===== src/rtl/action_exec_pkg.sv =====
// Shared types and constants for the action execution stage: opcodes, FSM states,
// action-record byte layout and the saturating counter helper.
package action_exec_pkg;

    localparam int HDR_MAX_LEN_DEF = 64;
    localparam int MAX_VAL_LEN_DEF = 16;
    localparam int NUM_HEADERS_DEF = 8;
    localparam int PORT_W_DEF      = 8;

    // Byte positions inside the flow value record
    localparam int REC_OP   = 0;
    localparam int REC_HDR  = 1;
    localparam int REC_OFF  = 2;
    localparam int REC_LEN  = 3;
    localparam int REC_DATA = 4;

    localparam int DATA_CAP = MAX_VAL_LEN_DEF - REC_DATA;

    typedef enum logic [7:0] {
        OP_NOP  = 8'd0,
        OP_SET  = 8'd1,
        OP_DROP = 8'd2,
        OP_FWD  = 8'd3,
        OP_DEC  = 8'd4
    } op_e;

    typedef enum logic [1:0] {
        S_IDLE,
        S_DECODE,
        S_WRITE,
        S_DONE
    } state_e;

    function automatic logic [31:0] sat_inc(input logic [31:0] v);
        return (&v) ? v : v + 32'd1;
    endfunction

endpackage


===== src/rtl/action_decode.sv =====
// Combinational action-record decoder: validity, target base address, clamped
// length and the verdict/port chosen before any header byte is touched.
module action_decode
    import action_exec_pkg::*;
#(
    parameter int NUM_HEADERS = NUM_HEADERS_DEF,
    parameter int PORT_W      = PORT_W_DEF,
    parameter int CAP         = DATA_CAP
) (
    input  logic                     hit_i,
    input  logic [7:0]               op_i,
    input  logic [3:0]               hdr_id_i,
    input  logic [7:0]               off_i,
    input  logic [7:0]               len_i,
    input  logic [7:0]               arg_i,
    input  logic [32*NUM_HEADERS-1:0] parsed_hdrs_i,
    input  logic                     def_drop_i,
    input  logic [PORT_W-1:0]        def_port_i,
    output logic                     opcode_valid_o,
    output logic [31:0]              target_base_o,
    output logic [7:0]               len_clamped_o,
    output logic                     drop_o,
    output logic [PORT_W-1:0]        port_o
);
    localparam int HW = (NUM_HEADERS > 1) ? $clog2(NUM_HEADERS) : 1;

    logic          hdr_ok;
    logic [HW-1:0] hdr_sel;

    // A header id beyond the offset table is malformed, like an unknown opcode
    assign hdr_ok         = 32'(hdr_id_i) < 32'(NUM_HEADERS);
    assign hdr_sel        = hdr_ok ? hdr_id_i[HW-1:0] : '0;
    assign opcode_valid_o = hdr_ok && (op_i <= 8'(OP_DEC));
    assign target_base_o  = parsed_hdrs_i[32*hdr_sel +: 32] + {24'd0, off_i};
    assign len_clamped_o  = (32'(len_i) > 32'(CAP)) ? 8'(CAP) : len_i;

    always_comb begin
        drop_o = 1'b0;
        port_o = def_port_i;
        if (!hit_i) begin
            drop_o = def_drop_i;
        end else if (opcode_valid_o) begin
            case (op_i)
                8'(OP_DROP): drop_o = 1'b1;
                8'(OP_FWD):  port_o = PORT_W'(arg_i);
                default: ;
            endcase
        end
    end

endmodule


===== src/rtl/action_exec.sv =====
// Action execution stage: applies a matched flow's action record to a header copy.
// Define ACTION_STATS_EN to add saturating hit/miss/drop counters.
module action_exec
    import action_exec_pkg::*;
#(
    parameter int HDR_MAX_LEN = HDR_MAX_LEN_DEF,
    parameter int MAX_VAL_LEN = MAX_VAL_LEN_DEF,
    parameter int NUM_HEADERS = NUM_HEADERS_DEF,
    parameter int PORT_W      = PORT_W_DEF
) (
    input  logic                      clk,
    input  logic                      rst,
    input  logic                      match_ready_i,
    input  logic                      match_is_match_i,
    input  logic [8*MAX_VAL_LEN-1:0]  flow_val_i,
    input  logic [8*HDR_MAX_LEN-1:0]  pkt_hdr_i,
    input  logic [32*NUM_HEADERS-1:0] parsed_hdrs_i,
    input  logic                      mod_start_i,
    input  logic                      mod_def_drop_i,
    input  logic [PORT_W-1:0]         mod_def_port_i,
    output logic                      idle_o,
    output logic                      ready_o,
    output logic                      drop_o,
    output logic [PORT_W-1:0]         egress_port_o,
    output logic [8*HDR_MAX_LEN-1:0]  pkt_hdr_o,
    output logic                      err_o
`ifdef ACTION_STATS_EN
   ,output logic [31:0]               hit_cnt_o,
    output logic [31:0]               miss_cnt_o,
    output logic [31:0]               drop_cnt_o
`endif
);
    localparam int AW = $clog2(HDR_MAX_LEN);
    localparam int VW = $clog2(MAX_VAL_LEN);

    state_e                    state_q;
    logic                      hit_q;
    logic [8*MAX_VAL_LEN-1:0]  flow_q;
    logic [8*HDR_MAX_LEN-1:0]  hdr_q;
    logic [32*NUM_HEADERS-1:0] parsed_q;
    logic                      cfg_drop_q;
    logic [PORT_W-1:0]         cfg_port_q;
    logic                      is_dec_q;
    logic [31:0]               base_q;
    logic [7:0]                cnt_q;
    logic [7:0]                idx_q;
    logic                      ovf_q;
    logic                      drop_w_q;
    logic [PORT_W-1:0]         port_w_q;
    logic                      ready_q;
    logic                      drop_q;
    logic [PORT_W-1:0]         port_q;
    logic [8*HDR_MAX_LEN-1:0]  hdr_out_q;
    logic                      err_q;
`ifdef ACTION_STATS_EN
    logic [31:0]               hit_cnt_q;
    logic [31:0]               miss_cnt_q;
    logic [31:0]               drop_cnt_q;
`endif

    logic                      dec_valid;
    logic [31:0]               dec_base;
    logic [7:0]                dec_len;
    logic                      dec_drop;
    logic [PORT_W-1:0]         dec_port;
    logic [7:0]                dec_op;
    logic                      dec_go_write;

    logic [31:0]               wr_addr;
    logic                      wr_in_range;
    logic [AW+2:0]             wr_bit;
    logic [VW+2:0]             dat_bit;
    logic [7:0]                cur_byte;
    logic [7:0]                wr_data;
    logic                      unused_rec;

    assign dec_op = flow_q[8*REC_OP +: 8];

    action_decode #(
        .NUM_HEADERS (NUM_HEADERS),
        .PORT_W      (PORT_W),
        .CAP         (MAX_VAL_LEN - REC_DATA)
    ) u_decode (
        .hit_i          (hit_q),
        .op_i           (dec_op),
        .hdr_id_i       (flow_q[8*REC_HDR +: 4]),
        .off_i          (flow_q[8*REC_OFF +: 8]),
        .len_i          (flow_q[8*REC_LEN +: 8]),
        .arg_i          (flow_q[8*REC_DATA +: 8]),
        .parsed_hdrs_i  (parsed_q),
        .def_drop_i     (cfg_drop_q),
        .def_port_i     (cfg_port_q),
        .opcode_valid_o (dec_valid),
        .target_base_o  (dec_base),
        .len_clamped_o  (dec_len),
        .drop_o         (dec_drop),
        .port_o         (dec_port)
    );

    // Upper nibble of the hdr_id byte carries no meaning
    assign unused_rec = ^flow_q[8*REC_HDR+4 +: 4];

    assign dec_go_write = hit_q && dec_valid &&
                          ((dec_op == 8'(OP_SET) && dec_len != 8'd0) || dec_op == 8'(OP_DEC));

    assign wr_addr     = base_q + {24'd0, idx_q};
    assign wr_in_range = wr_addr < 32'(HDR_MAX_LEN);
    assign wr_bit      = {wr_addr[AW-1:0], 3'b000};
    assign dat_bit     = {idx_q[VW-1:0] + VW'(REC_DATA), 3'b000};
    assign cur_byte    = hdr_q[wr_bit +: 8];
    assign wr_data     = flow_q[dat_bit +: 8];

    always_ff @(posedge clk or negedge rst) begin
        if (!rst) begin
            state_q    <= S_IDLE;
            hit_q      <= 1'b0;
            flow_q     <= '0;
            hdr_q      <= '0;
            parsed_q   <= '0;
            cfg_drop_q <= 1'b1;
            cfg_port_q <= '0;
            is_dec_q   <= 1'b0;
            base_q     <= '0;
            cnt_q      <= '0;
            idx_q      <= '0;
            ovf_q      <= 1'b0;
            drop_w_q   <= 1'b0;
            port_w_q   <= '0;
            ready_q    <= 1'b0;
            drop_q     <= 1'b0;
            port_q     <= '0;
            hdr_out_q  <= '0;
            err_q      <= 1'b0;
`ifdef ACTION_STATS_EN
            hit_cnt_q  <= '0;
            miss_cnt_q <= '0;
            drop_cnt_q <= '0;
`endif
        end else begin
            ready_q <= 1'b0;
            err_q   <= 1'b0;
            case (state_q)
                S_IDLE: begin
                    if (mod_start_i) begin
                        // Config update wins over a coincident match
                        cfg_drop_q <= mod_def_drop_i;
                        cfg_port_q <= mod_def_port_i;
                        if (match_ready_i) err_q <= 1'b1;
                    end else if (match_ready_i) begin
                        hit_q    <= match_is_match_i;
                        flow_q   <= flow_val_i;
                        hdr_q    <= pkt_hdr_i;
                        parsed_q <= parsed_hdrs_i;
                        state_q  <= S_DECODE;
                    end
                end
                S_DECODE: begin
                    if (match_ready_i) err_q <= 1'b1;
                    if (hit_q && !dec_valid) err_q <= 1'b1;
                    base_q   <= dec_base;
                    is_dec_q <= (dec_op == 8'(OP_DEC));
                    cnt_q    <= (dec_op == 8'(OP_DEC)) ? 8'd1 : dec_len;
                    idx_q    <= '0;
                    ovf_q    <= 1'b0;
                    drop_w_q <= dec_drop;
                    port_w_q <= dec_port;
                    state_q  <= dec_go_write ? S_WRITE : S_DONE;
                end
                S_WRITE: begin
                    if (match_ready_i) err_q <= 1'b1;
                    if (wr_in_range) begin
                        if (is_dec_q) begin
                            hdr_q[wr_bit +: 8] <= cur_byte - 8'd1;
                            if (cur_byte == 8'd1) drop_w_q <= 1'b1;
                        end else begin
                            hdr_q[wr_bit +: 8] <= wr_data;
                        end
                    end else if (!ovf_q) begin
                        ovf_q <= 1'b1;
                        err_q <= 1'b1;
                    end
                    idx_q <= idx_q + 8'd1;
                    if (idx_q == cnt_q - 8'd1) state_q <= S_DONE;
                end
                S_DONE: begin
                    if (match_ready_i) err_q <= 1'b1;
                    hdr_out_q <= hdr_q;
                    drop_q    <= drop_w_q;
                    port_q    <= port_w_q;
                    ready_q   <= 1'b1;
                    state_q   <= S_IDLE;
`ifdef ACTION_STATS_EN
                    if (hit_q) hit_cnt_q <= sat_inc(hit_cnt_q);
                    else       miss_cnt_q <= sat_inc(miss_cnt_q);
                    if (drop_w_q) drop_cnt_q <= sat_inc(drop_cnt_q);
`endif
                end
                default: state_q <= S_IDLE;
            endcase
        end
    end

    assign idle_o        = (state_q == S_IDLE);
    assign ready_o       = ready_q;
    assign drop_o        = drop_q;
    assign egress_port_o = port_q;
    assign pkt_hdr_o     = hdr_out_q;
    assign err_o         = err_q;
`ifdef ACTION_STATS_EN
    assign hit_cnt_o     = hit_cnt_q;
    assign miss_cnt_o    = miss_cnt_q;
    assign drop_cnt_o    = drop_cnt_q;
`endif

endmodule


===== config.mk =====
export PLATFORM = sky130hd
export DESIGN_NAME = action_exec
export DESIGN_NICKNAME = d
export VERILOG_FILES = /design/src/rtl/action_exec_pkg.sv /design/src/rtl/action_decode.sv /design/src/rtl/action_exec.sv
export SDC_FILE = /design/constraint.sdc
export NUM_CORES = 2
export LEC_CHECK = 0
export ABC_AREA = 1
export CORE_AREA = 4 4 563 565
export DETAILED_ROUTE_END_ITERATION = 7
export DIE_AREA = 0 0 567 569
export DONT_BUFFER_PORTS = 1
export PLACE_DENSITY = 0.39
export SLEW_MARGIN = 20
export SYNTH_ARGS = -nofsm -noshare
export SYNTH_HDL_FRONTEND = slang
export SYNTH_SLANG_ARGS = --single-unit

===== constraint.sdc =====
create_clock -name clk -period 6.7 [get_ports clk]
set_clock_uncertainty 0.2 [all_clocks]
set_input_delay 1.005 -clock clk [delete_from_list [all_inputs] [get_ports clk]]
set_output_delay 1.005 -clock clk [all_outputs]
set_load 0.1 [all_outputs]

==> run summary <==
maximum clock frequency: 0.169 GHz
Via Count: 69,000
Post-Syn Nets: 9,982
ranking of synthesized cells by area: dfrtp_1 (49%), nand2_1 (17%), mux2_2 (12%)
first-pass GRT wire length: 634,000 um
Ys Warns: 0
crit path kind: reg -> reg
die height: 569 um
core area: 311,000 um2
Yosys top cell area share: 48.7%
Initial Utilization: 24.5%
vias per cell: 5.09
Iteration-0 DRC Markers: 6,627
NumNets Final: 10,100
most frequent cell after synthesis: nand2_1
# IOs: 1,434
Min-Delay Path Depth: 2
CTS clock-pin slew for the worst setup and hold paths: 60 ps
Post-synth EDFFs: 0
unrepaired setup endpoints after global routing: false
Detailed Route WL: 478,000 um
Mapped Cells: 9,044
# DRC: 0
Layout area overhead: 18.5%
Rows: 205
CTS tree: done
Hold Path Class: in -> reg
period utilisation layout: 88.1%
Post CTS Setup Buffer Count: 0
initial antenna violation count: 211
post-synthesis average cell area: 8.45 um2
status: finished, final reports clean
Crit path arrival time: 6450 ps
Synth Cell Area: 76,400 um2
Setup TNS Final: 0 ps
port buffer count: 0
sequential share of the synthesized area: 48.8%
clk_lat worst skew: 900 ps
largest buffer count on any clock path: 4
die area: 323,000 um2
CP Max Fanout: 11
crit end category: flip-flop
CP Data Required Time: 7250 ps
share of cells above drive strength 1: 17.1%
max cap viols: 0
Hold Violations, Final: 0
crit path time final: 5900 ps
synthesis-stage register bit count: 1,490
Slew @ Worst Pin: 1250 ps
H-tree level count: 4
final setup vio count: 0
crit path launch type: flip-flop
Synth area leader: dfrtp_1
total gr overflow: 0
largest net degree at the start of global routing: 193
worst reg-to-reg path cell count: 24
TritonRoute pass-1 iters: 6
ys async rst share: 100%
routability cong.: 0.990
TritonCTS sink count: 1,490
vias in the first global route: 68,600
most instantiated cells after synthesis: nand2_1 (3,494), dfrtp_1 (1,489), mux2_2 (804), nand3_1 (645), nor2_1 (465)
clock root cell: clkbuf_16
die width: 567 um
Post-DRT Antenna Nets: 0
DP HPWL: 379,000 um
Unique masters post-synth: 63
max_slew headroom: 16.7%
Reg2Reg Setup Slack: 800 ps
drt wl/cell: 35.3 um
Pins Over Slew Limit: 0
top_reg_cell synth: dfrtp_1
GRT Total Usage: 28.6%
Num CTS Buffers: 193
stage by stage:
stage	hold WS, ps	util [%]	setup slack [ps]	std cells	area, um2
floorplan	242	-	2130	9044	76400
global placement	257	26.3	822	12900	81900
detailed placement	266	26.3	847	12900	81900
CTS	0.271	29.0	823	13500	90300
global route	39.8	29.1	690	13500	90500
finish	84.5	29.1	796	13600	90600
worst max-delay path, stage by stage (launching register included):
cell,delay [ps]
dfrtp_1,420
ha_4,190
fa_4,460
nand2_1,170
inv_2,80
nor2_4,450
buf_12,250
buf_4,240
nand3_1,180
nand2_1,220
nand2_1,150
nand3_1,220
nand3_1,140
nand2_1,120
inv_1,70
ha_1,340
nand2_1,100
inv_1,120
nor3_2,160
buf_4,220
clkinv_1,480
buf_4,400
o21ai_0,170
nand2_1,70
nand2_1,80
cells in the final DEF, fill, tap and decap left out, drive strengths merged, types with 9 or more instances in the layout:
cell type	instances
o211ai	50
dfrtp	1489
xnor2	23
dlygate4sd3	192
o22ai	18
nor2	512
nor4	9
a21oi	276
bufinv	20
ha	26
mux2	804
diode	90
o31ai	30
clkinv	42
nor3	34
nand4	140
clkbuf	269
buf	224
a221oi	18
xor2	27
nand2	3523
inv	420
o221ai	10
o21ai	457
nand3	652
final timing paths:
kind / from / end
worst min-delay path: parsed_hdrs_i[108] / parsed_q[108]
worst max register to register: base_q[0] / hdr_q[257]
max in group asynchronous: rst / hdr_q[461]
min in group asynchronous: rst / pkt_hdr_o[302]
worst min register to register: hdr_q[274] / hdr_q[274]
worst max-delay path: base_q[0] / hdr_q[257]
layout make-up:
cell class	instances	area [um2]
repair buffers	416	4000
well taps	4140	5180
clock buffers	269	5530
fillers	33500	221000
diodes	90	225
inverters	416	1580
clock inverters	69	1000
flip-flops and latches	1490	37300
multi-input cells	6670	35800
layer usage:
metal	GRT usage [%]	part of all wire [%]	up-vias
met3	10.5	9.8	845
met4	12.7	4.8	116
met1	32.5	37	34700
met2	47.8	48	3244
met5	0	0.15	-
li1	-	-	30100
registers in the layout (all words and copies together) (netlist names):
register	cells
hdr_q	512
pkt_hdr_o	512
parsed_q	256
flow_q	128
base_q	32
cfg_port_q	8
cnt_q	8
egress_port_o	8
idx_q	8
port_w_q	8
state_q	2
cfg_drop_q	1
drop_o	1
drop_w_q	1
err_o	1
hit_q	1
is_dec_q	1
ovf_q	1
ready_o	1
cells by family after synthesis:
logic type	count (synthesis)	share of synthesized area, %
DFF	1490	48.8
muxes	804	11.8
xor gates and xnor gates	50	0.607
adders and majority gates	28	0.478
AOI/OAI and AO/OA	896	7.32
buffers and inverters	884	4.72
and+or+nand+nor	4892	26.3
what timing repair did:
item                                   in CTS  in global routing
hold buffers                              192                  0
endpoints found under the hold margin     250                  0
setup endpoints to repair                   0                  0
gates resized for setup                     0                  0
Power is left out: the tool's default activity adds up to more than one toggle a clock period on the data nets, which glitch-free logic cannot reach.
